--- src/rtl/mem_lsu_pkg.sv ---
// mem_lsu_pkg: opcodes, funct3 codes, exception causes and FSM states shared by the LSU files.
package mem_lsu_pkg;
  localparam logic [6:0] INST_TYPE_LOAD = 7'b0000011;
  localparam logic [6:0] INST_TYPE_S = 7'b0100011;
  localparam logic [2:0] INST_LB = 3'b000;
  localparam logic [2:0] INST_LH = 3'b001;
  localparam logic [2:0] INST_LW = 3'b010;
  localparam logic [2:0] INST_LBU = 3'b100;
  localparam logic [2:0] INST_LHU = 3'b101;
  localparam logic [2:0] INST_SB = 3'b000;
  localparam logic [2:0] INST_SH = 3'b001;
  localparam logic [2:0] INST_SW = 3'b010;
  localparam logic [3:0] CAUSE_LOAD_MISALIGN = 4'd4;
  localparam logic [3:0] CAUSE_LOAD_FAULT = 4'd5;
  localparam logic [3:0] CAUSE_STORE_MISALIGN = 4'd6;
  localparam logic [3:0] CAUSE_STORE_FAULT = 4'd7;
  typedef enum logic [1:0] {IDLE = 2'd0, REQ = 2'd1, WAIT = 2'd2} state_t;
endpackage

--- src/rtl/mem_lsu_align.sv ---
// mem_lsu_align: byte-enable, store lane replication, load extraction/extension and misalignment check.
module mem_lsu_align
  import mem_lsu_pkg::*;
(
  input  logic [2:0]  funct3,
  input  logic [1:0]  addr,
  input  logic [31:0] rs2,
  input  logic [31:0] rdata,
  output logic [3:0]  be,
  output logic [31:0] wdata,
  output logic [31:0] ldata,
  output logic        misalign
);
  logic is_byte, is_half, sext;
  logic [7:0] lb;
  logic [15:0] lh;
  always_comb begin
    is_byte = funct3[1:0] == INST_SB[1:0];
    is_half = funct3[1:0] == INST_SH[1:0];
    sext = funct3 == INST_LB || funct3 == INST_LH;
    lb = rdata[{addr, 3'b000} +: 8];
    lh = addr[1] ? rdata[31:16] : rdata[15:0];
    misalign = (is_half & addr[0]) | (!is_byte && !is_half && addr != 2'b00);
    be = is_byte ? 4'b0001 << addr : is_half ? (addr[1] ? 4'b1100 : 4'b0011) : 4'b1111;
    wdata = is_byte ? {4{rs2[7:0]}} : is_half ? {2{rs2[15:0]}} : rs2;
    ldata = is_byte ? {{24{sext & lb[7]}}, lb} : is_half ? {{16{sext & lh[15]}}, lh} : rdata;
  end
endmodule

--- src/rtl/mem_lsu.sv ---
// mem_lsu: registered MEM stage running a req/gnt/rvalid bus for loads and stores, with
// misalignment, access-fault and timeout exceptions and a combinational pipeline stall.
module mem_lsu
  import mem_lsu_pkg::*;
#(
  parameter int ADDR_W = 32,
  parameter int TIMEOUT_CYC = 64,
  parameter int TMO_W = 8
) (
  input  logic              clk,
  input  logic              rstn,
  input  logic              valid_i,
  input  logic [31:0]       inst_i,
  input  logic [31:0]       instaddr_i,
  input  logic              regs_wen_i,
  input  logic [4:0]        rd_addr_i,
  input  logic [31:0]       rd_data_i,
  input  logic [31:0]       rs2_data_i,
  output logic              stall_o,
  output logic              mem_req_o,
  output logic              mem_we_o,
  output logic [ADDR_W-1:0] mem_addr_o,
  output logic [3:0]        mem_be_o,
  output logic [31:0]       mem_wdata_o,
  input  logic              mem_gnt_i,
  input  logic              mem_rvalid_i,
  input  logic [31:0]       mem_rdata_i,
  input  logic              mem_err_i,
  output logic              valid_o,
  output logic [31:0]       inst_o,
  output logic [31:0]       instaddr_o,
  output logic              regs_wen_o,
  output logic [4:0]        rd_addr_o,
  output logic [31:0]       rd_data_o,
  output logic              exc_valid_o,
  output logic [3:0]        exc_cause_o,
  output logic [31:0]       exc_tval_o
);
  state_t state, state_nx;
  logic [TMO_W-1:0] cnt;
  logic is_load, is_store, mem_op, misalign, tmo, done, tmo_fault, load_en, exc_nx, wen_nx;
  logic [3:0] cause_nx;
  logic [31:0] ldata, data_nx;

  mem_lsu_align u_align (
    .funct3   (inst_i[14:12]),
    .addr     (rd_data_i[1:0]),
    .rs2      (rs2_data_i),
    .rdata    (mem_rdata_i),
    .be       (mem_be_o),
    .wdata    (mem_wdata_o),
    .ldata    (ldata),
    .misalign (misalign)
  );

  always_comb begin
    is_load = valid_i && inst_i[6:0] == INST_TYPE_LOAD;
    is_store = valid_i && inst_i[6:0] == INST_TYPE_S;
    mem_op = is_load | is_store;
    tmo = TIMEOUT_CYC != 0 && state != IDLE && cnt == TMO_W'(TIMEOUT_CYC);
    done = state == WAIT && mem_rvalid_i;
    tmo_fault = tmo & !done;
    stall_o = (state == IDLE && mem_op && !misalign) || (state == REQ && !tmo) ||
              (state == WAIT && !mem_rvalid_i && !tmo);
    mem_req_o = state == REQ;
    mem_we_o = is_store;
    mem_addr_o = {rd_data_i[ADDR_W-1:2], 2'b00};
    state_nx = state == IDLE ? (mem_op && !misalign ? REQ : IDLE) :
               (done || tmo) ? IDLE :
               (state == REQ && mem_gnt_i) ? WAIT : state;
    load_en = (state == IDLE && valid_i && (!mem_op || misalign)) || done || tmo_fault;
    // In IDLE the only exception source is misalignment; otherwise it is a bus error or timeout.
    exc_nx = state == IDLE ? mem_op & misalign : (done & mem_err_i) | tmo_fault;
    cause_nx = !exc_nx ? 4'd0 :
               state == IDLE ? (is_load ? CAUSE_LOAD_MISALIGN : CAUSE_STORE_MISALIGN) :
               (is_load ? CAUSE_LOAD_FAULT : CAUSE_STORE_FAULT);
    wen_nx = regs_wen_i & !exc_nx & !is_store;
    data_nx = is_load && !exc_nx ? ldata : rd_data_i;
  end

  always_ff @(posedge clk or negedge rstn) begin
    if (!rstn) begin
      state <= IDLE;
      cnt <= '0;
      valid_o <= 1'b0;
      inst_o <= '0;
      instaddr_o <= '0;
      regs_wen_o <= 1'b0;
      rd_addr_o <= '0;
      rd_data_o <= '0;
      exc_valid_o <= 1'b0;
      exc_cause_o <= '0;
      exc_tval_o <= '0;
    end else begin
      state <= state_nx;
      cnt <= state == IDLE ? '0 : cnt + 1'b1;
      valid_o <= load_en;
      if (load_en) begin
        inst_o <= inst_i;
        instaddr_o <= instaddr_i;
        regs_wen_o <= wen_nx;
        rd_addr_o <= rd_addr_i;
        rd_data_o <= data_nx;
        exc_valid_o <= exc_nx;
        exc_cause_o <= cause_nx;
        exc_tval_o <= exc_nx ? rd_data_i : 32'd0;
      end
    end
  end
endmodule

--- config.mk ---
export PLATFORM = sky130hd
export DESIGN_NAME = mem_lsu
export DESIGN_NICKNAME = d
export VERILOG_FILES = /design/src/rtl/mem_lsu_pkg.sv /design/src/rtl/mem_lsu_align.sv /design/src/rtl/mem_lsu.sv
export SDC_FILE = /design/constraint.sdc
export NUM_CORES = 1
export LEC_CHECK = 0
export BUFFER_PORTS_ARGS = -buffer_cell sky130_fd_sc_hd__buf_4
export CAP_MARGIN = 20
export CORE_AREA = 3 3 148 150
export DETAILED_ROUTE_END_ITERATION = 8
export DIE_AREA = 0 0 151 153
export HOLD_SLACK_MARGIN = 0.02
export PLACE_DENSITY = 0.72
export SYNTH_ARGS = -nofsm -noshare
export SYNTH_HDL_FRONTEND = slang
export SYNTH_SLANG_ARGS = --single-unit
--- constraint.sdc ---
create_clock -name clk -period 2.6 [get_ports clk]
set_input_delay 0.52 -clock clk [delete_from_list [all_inputs] [get_ports clk]]
set_output_delay 0.52 -clock clk [all_outputs]
set_load 0.03 [all_outputs]
# After elaboration in Yosys (flattened, before gate mapping)
# Index checks and enable logic that the tools add are counted.
[totals] regBits=150 input_bits=172 output_inout_bits=211 word_cells=90
[op_classes] add_sub_neg=1 n_eq_ne=7 shift=2 n_mux=20 n_bitwise=11 reduce_logical=38
[op_table] cell="$mux W32" count=6
[op_table] cell="$shiftx A32 B6 Y8" count=1
[op_table] cell="$logic_and A1 B1 Y1" count=16
[op_table] cell="$mux W16" count=1
[op_table] cell="$mux W2" count=6
[op_table] cell="$mux W4" count=3
[op_table] cell="$logic_not A1 Y1" count=9
[op_table] cell="$add A8 B1 Y8 const B" count=1
[op_table] cell="$and A1 B1 Y1" count=8
[op_table] cell="$eq A8 B7 Y1 const B" count=1
[op_table] cell="$mux W8" count=1
[op_table] cell="$eq A7 B2 Y1 const B" count=1
[op_table] cell="$eq A7 B6 Y1 const B" count=1
[op_table] cell="$logic_or A1 B1 Y1" count=7
[op_table] cell="$eq A2 B1 Y1 const B" count=2
[op_table] cell="$logic_not A2 Y1" count=2
[op_table] cell="$reduce_bool A2 Y1" count=2
[op_table] cell="$shl A1 B2 Y4 const A" count=1
[op_table] cell="$eq A3 B1 Y1 const B" count=1
[op_table] cell="$logic_not A3 Y1" count=1
[op_table] cell="$mux W3" count=1
[op_table] cell="$or A1 B1 Y1" count=3
[op_table] cell="$reduce_bool A3 Y1" count=1
[op_table] cell="$eq A2 B2 Y1 const B" count=1
[op_table] cell="$mux W1" count=2

# Logic depth before layout (Yosys ltp)
[logic_depth] word_depth=10 mapped_depth=11 depth_no_buf=10

# Cells and area by module
# Synthesis repeated with hierarchy kept, for this count alone.
[unflattened] cells_unflattened=737 area_unflattened_um2=8052.7
[by_module_without_submodules] mod="mem_lsu" instances=1 cells_each=528 area_per_inst_um2=6612.6 seq_area_each_um2=3703.6
[by_module_without_submodules] mod="mem_lsu_align" instances=1 cells_each=209 area_per_inst_um2=1440.1 seq_area_each_um2=0.0

# Least setup slack after synthesis
# No wires, ideal clock.
[synth_path] kind="input to output" from="input port inst_i[12]" to="output port mem_wdata_o[24]" arrival_ns=2.127 required_ns=2.080 setup_slack_ns=-0.047 stages=5 path_buffers=3 path_cell_list="clkbuf_1 > buf_1 > buf_2 > mux2i_1 > o21ai_0"
[synth_via] elab_chain_cells=3 elab_cells_between_ends=4 cone_classes="1 x eq/ne; 2 x mux; 1 x reduce/logical"
[synth_rtl] item="start: declaration" line_no="mem_lsu.sv:13" source="input logic [31:0] inst_i,"
[synth_rtl] item="$eq A2 B1 Y1" line_no="mem_lsu_align.sv:19" source="is_half = funct3[1:0] == INST_SH[1:0];"
[synth_rtl] item="$mux W32" line_no="mem_lsu_align.sv:25" source="wdata = is_byte ? {4{rs2[7:0]}} : is_half ? {2{rs2[15:0]}} : rs2;"
[synth_rtl] item="$mux W32 *" line_no="mem_lsu_align.sv:25"
[synth_rtl] item="end: declaration" line_no="mem_lsu.sv:24" source="output logic [31:0] mem_wdata_o,"
# Every way passes the cells marked *; elsewhere a longest branch is shown, timed or not.

# Worst setup path in the final report
[layout_path] from="input port inst_i[2]" to="output port stall_o"
[layout_via] elab_chain_cells=7 elab_cells_between_ends=9 cone_classes="2 x eq/ne; 1 x bitwise; 6 x reduce/logical"
[layout_rtl] item="$eq A7 B2 Y1 or $eq A7 B6 Y1 (tied branches)" line_no="mem_lsu.sv:57, mem_lsu.sv:58"
[layout_rtl] item="$logic_and A1 B1 Y1 (on tied branches)" line_no="mem_lsu.sv:57, mem_lsu.sv:58"
[layout_rtl] item="$or A1 B1 Y1 *" line_no="mem_lsu.sv:59" source="mem_op = is_load | is_store;"
[layout_rtl] item="$logic_and A1 B1 Y1 * (2 in series)" line_no="mem_lsu.sv:63" source="stall_o = (state == IDLE && mem_op && !misalign) || (state == REQ && !tmo) ||"
[layout_rtl] item="$logic_or A1 B1 Y1 * (2 in series)" line_no="mem_lsu.sv:63"
[layout_rtl] item="end: declaration" line_no="mem_lsu.sv:19" source="output logic stall_o,"
# Marks and branches as above.

==> reports/qor.txt <==
outcome -> finished, final reports clean
initial antenna violation count -> 0
total clock buffers created by CTS -> 17
Switching Share -> 39.3%
Main synth FF type -> dfrtp_1
gr ovfl total -> 0
PnR Total Power -> 8690 uW
Die Area -> 23100 um2
Die H -> 153 um
number of fill cells -> 1966
maximum operating frequency -> 411 MHz
CP startpoint kind -> input pin
initial DRC count -> 329
Post-synth EDFFs -> 0
most common cell after layout, fill and taps aside -> buf_4
largest net degree at the start of global routing -> 93
WL final -> 27300 um
Setup Viol. Count Final -> 0
htree depth -> 4
Data required, critical path -> 2.08 ns
WP data arrival -> 1.91 ns
Leak -> 0.00567 uW
Sw Pwr -> 3420 uW
Hold WS -> 0.0869 ns
Worst-Margin Slew -> 1.05 ns
min Tclk post-route -> 2.43 ns
Peak VDD IR -> 0.379 mV
Ys Warns -> 0
Avg Vias per Cell -> 4.96
worst-path fanout max -> 6
n_diodes -> 0
wire length per cell -> 19.2 um
Clock Tree Buf Depth -> 2
max cap viols -> 0
Clock power frac -> 27.0%
count of different cell masters after synthesis -> 55
Ports -> 383
area share of the largest cell type after synthesis -> 49.6%
GR Util All Layers -> 22.8%
Internal -> 5280 uW
Port Buffers -> 379
Logic pwr share -> 38.2%
most frequent cells in the layout -> 398 x buf_4, 284 x nand2_1, 148 x dfrtp_1
Detailed Routing Iterations Pass 1 -> 5
clock skew -> 0.0167 ns
sequential fraction of the synthesis area -> 49.6%
Post-Syn Area -> 7460 um2
share of the clock period used by the worst path -> 93.6%
Reg2Reg Depth -> 5
share of power burned in registers -> 34.7%
Clock Latency Late Sink -> 0.42 ns
top cells by area, synth -> dfrtp_1 50%, nand2_1 14%, buf_4 4.4%, a22o_1 3.8%, mux2i_1 2.5%
Antenna Violating Nets Remaining -> 0
clock sink count -> 148
post-detail-place hpwl -> 21000 um
WS Path Type -> input pin to primary output
Critical Path Sink Type -> primary output
pins over their slew limit -> 0
CTS Root Cell -> clkbuf_16
DRC errors left -> 0
Die Wd -> 151 um
share of layout cells above drive strength 1 -> 41.5%
FF+latch count, synth -> 148
Power Dens Cells -> 796 nW/um2
Core ar. -> 20800 um2
Worst-path clk slew -> 0.06 ns
setup_tns -> 0 ns
final weighted congestion in routability-driven placement -> 0.909
CTS tree -> built
cells after synthesis -> 807
nets@finish -> 1311
first-pass GRT wire length -> 40500 um
largest area contributor in the netlist -> dfrtp_1
Hold Fails Final Rpt -> 0
syn_area_per_cell -> 9.24 um2
ys async rst share -> 100%
number of global-route vias before repair -> 6908
synthesis-to-layout area growth -> 46.4%
# rows -> 53
routed via count -> 7073
starting density of the core -> 35.8%
Slew HR -> 29.8%
CTS Hold Buffers Added -> 0
min-delay worst type -> input pin to asynchronous set/reset pin
RSZ-0062 raised after global routing -> false
synth_stat cells, types with 2 or more instances:
library cell,number
a21oi_1,8
o31ai_1,12
o21ai_1,3
xor2_1,4
nand3_1,5
buf_6,4
buf_4,44
a22o_1,32
mux2i_1,19
nand2b_1,3
a221o_1,7
mux4_2,4
a222oi_1,3
a221oi_1,3
and3_1,2
nand2_1,284
dfrtp_1,148
a21o_1,2
o22ai_1,16
xnor2_1,2
inv_1,16
o31ai_2,7
mux2_2,8
clkbuf_1,18
buf_1,2
nor3_1,5
buf_2,28
a211oi_1,17
o221a_2,5
nand2_2,2
o21ai_0,30
nor2_1,39
ha_1,2
nor2b_1,2
logic make-up (layout without fill, tap and decap cells):
logic type / after synthesis / after routing / synth area share, %
DFF: 148 / 148 / 49.6
adders and majority gates: 2 / 2 / 0.335
muxes: 31 / 31 / 4.96
buffers and inverters: 113 / 454 / 8.77
AOI/OAI and AO/OA: 154 / 154 / 16.4
other: 1 / 3 / 0.0503
xor gates and xnor gates: 6 / 6 / 0.704
and+or+nand+nor: 352 / 352 / 19.1
state kept, by name, summed over array words and instances, names as in the netlist:
register,count
rd_data_o,32
exc_tval_o,32
exc_cause_o,2
exc_valid_o,1
state,2
valid_o,1
rd_addr_o,5
instaddr_o,32
inst_o,32
regs_wen_o,1
cnt,8
worst max-delay path: stages:
cell and delay (ns):
buf_4 0.11, and4bb_1 0.36, nand3_2 0.21, nor3_1 0.34
a211oi_2 0.08, a21oi_1 0.12, buf_4 0.17
through the flow:
step / worst slack, ns / instance area (um2) / std cells / utilization [%]
3_5_place_dp: 0.0701 / 10300 / 1391 / 49.6
3_3_place_gp: 0.0658 / 10300 / 1391 / 49.6
4_1_cts: 0.107 / 10900 / 1423 / 52.3
2_1_floorplan: 0.178 / 7470 / 809 / -
5_1_grt: 0.00458 / 10900 / 1425 / 52.4
6_report: 0.165 / 10900 / 1425 / 52.4
path summary, 6_finish.rpt:
check / from / end / slack, ns
min in group clk: instaddr_i[9] / instaddr_o[9] / 0.29
max in group asynchronous: rstn / rd_data_o[22] / 2.05
worst max register to register: state[1] / exc_cause_o[1] / 0.26
worst min register to register: instaddr_o[5] / instaddr_o[5] / 0.47
worst min-delay path: rstn / inst_o[16] / 0.09
worst max-delay path: inst_i[2] / stall_o / 0.17
repair_timing:
| item | in CTS | in global routing |
|---|---|---|
| gates resized for setup | 0 | 1 |
| setup endpoints to repair | 0 | 1 |
| setup buffers | 0 | 2 |
final cells by class:
cell class                 instances  area, um2  area share [%]
multi-input combinational        548       3120            28.6
timing repair buffer             405       3120            28.6
clock inverter                    13        113            1.03
tap                              275        344            3.15
clock buffer                      19        453            4.15
inverter                          17       63.8           0.584
sequential                       148       3700            33.9
per-layer routing:
| layer | up-vias | track usage [%] | routed length (um) |
|---|---|---|---|
| met4 | 0 | 8.29 | 817 |
| met3 | 39 | 7.50 | 2650 |
| met1 | 3350 | 26.2 | 10100 |
| li1 | 3352 | - | - |
| met2 | 332 | 39.3 | 13700 |
| met5 | - | 0 | 0 |
power by group through the flow:
stage / sequential (uW) / combinational [uW] / clock [uW]
after floorplan: 3940 / 1030 / 0
after global placement: 3040 / 3320 / 0
after detailed placement: 3060 / 3350 / 0
after CTS: 3020 / 3360 / 2410
after global routing: 3070 / 3550 / 2520
final: 3020 / 3320 / 2350
Note: power is estimated with default switching activity, not from simulation.
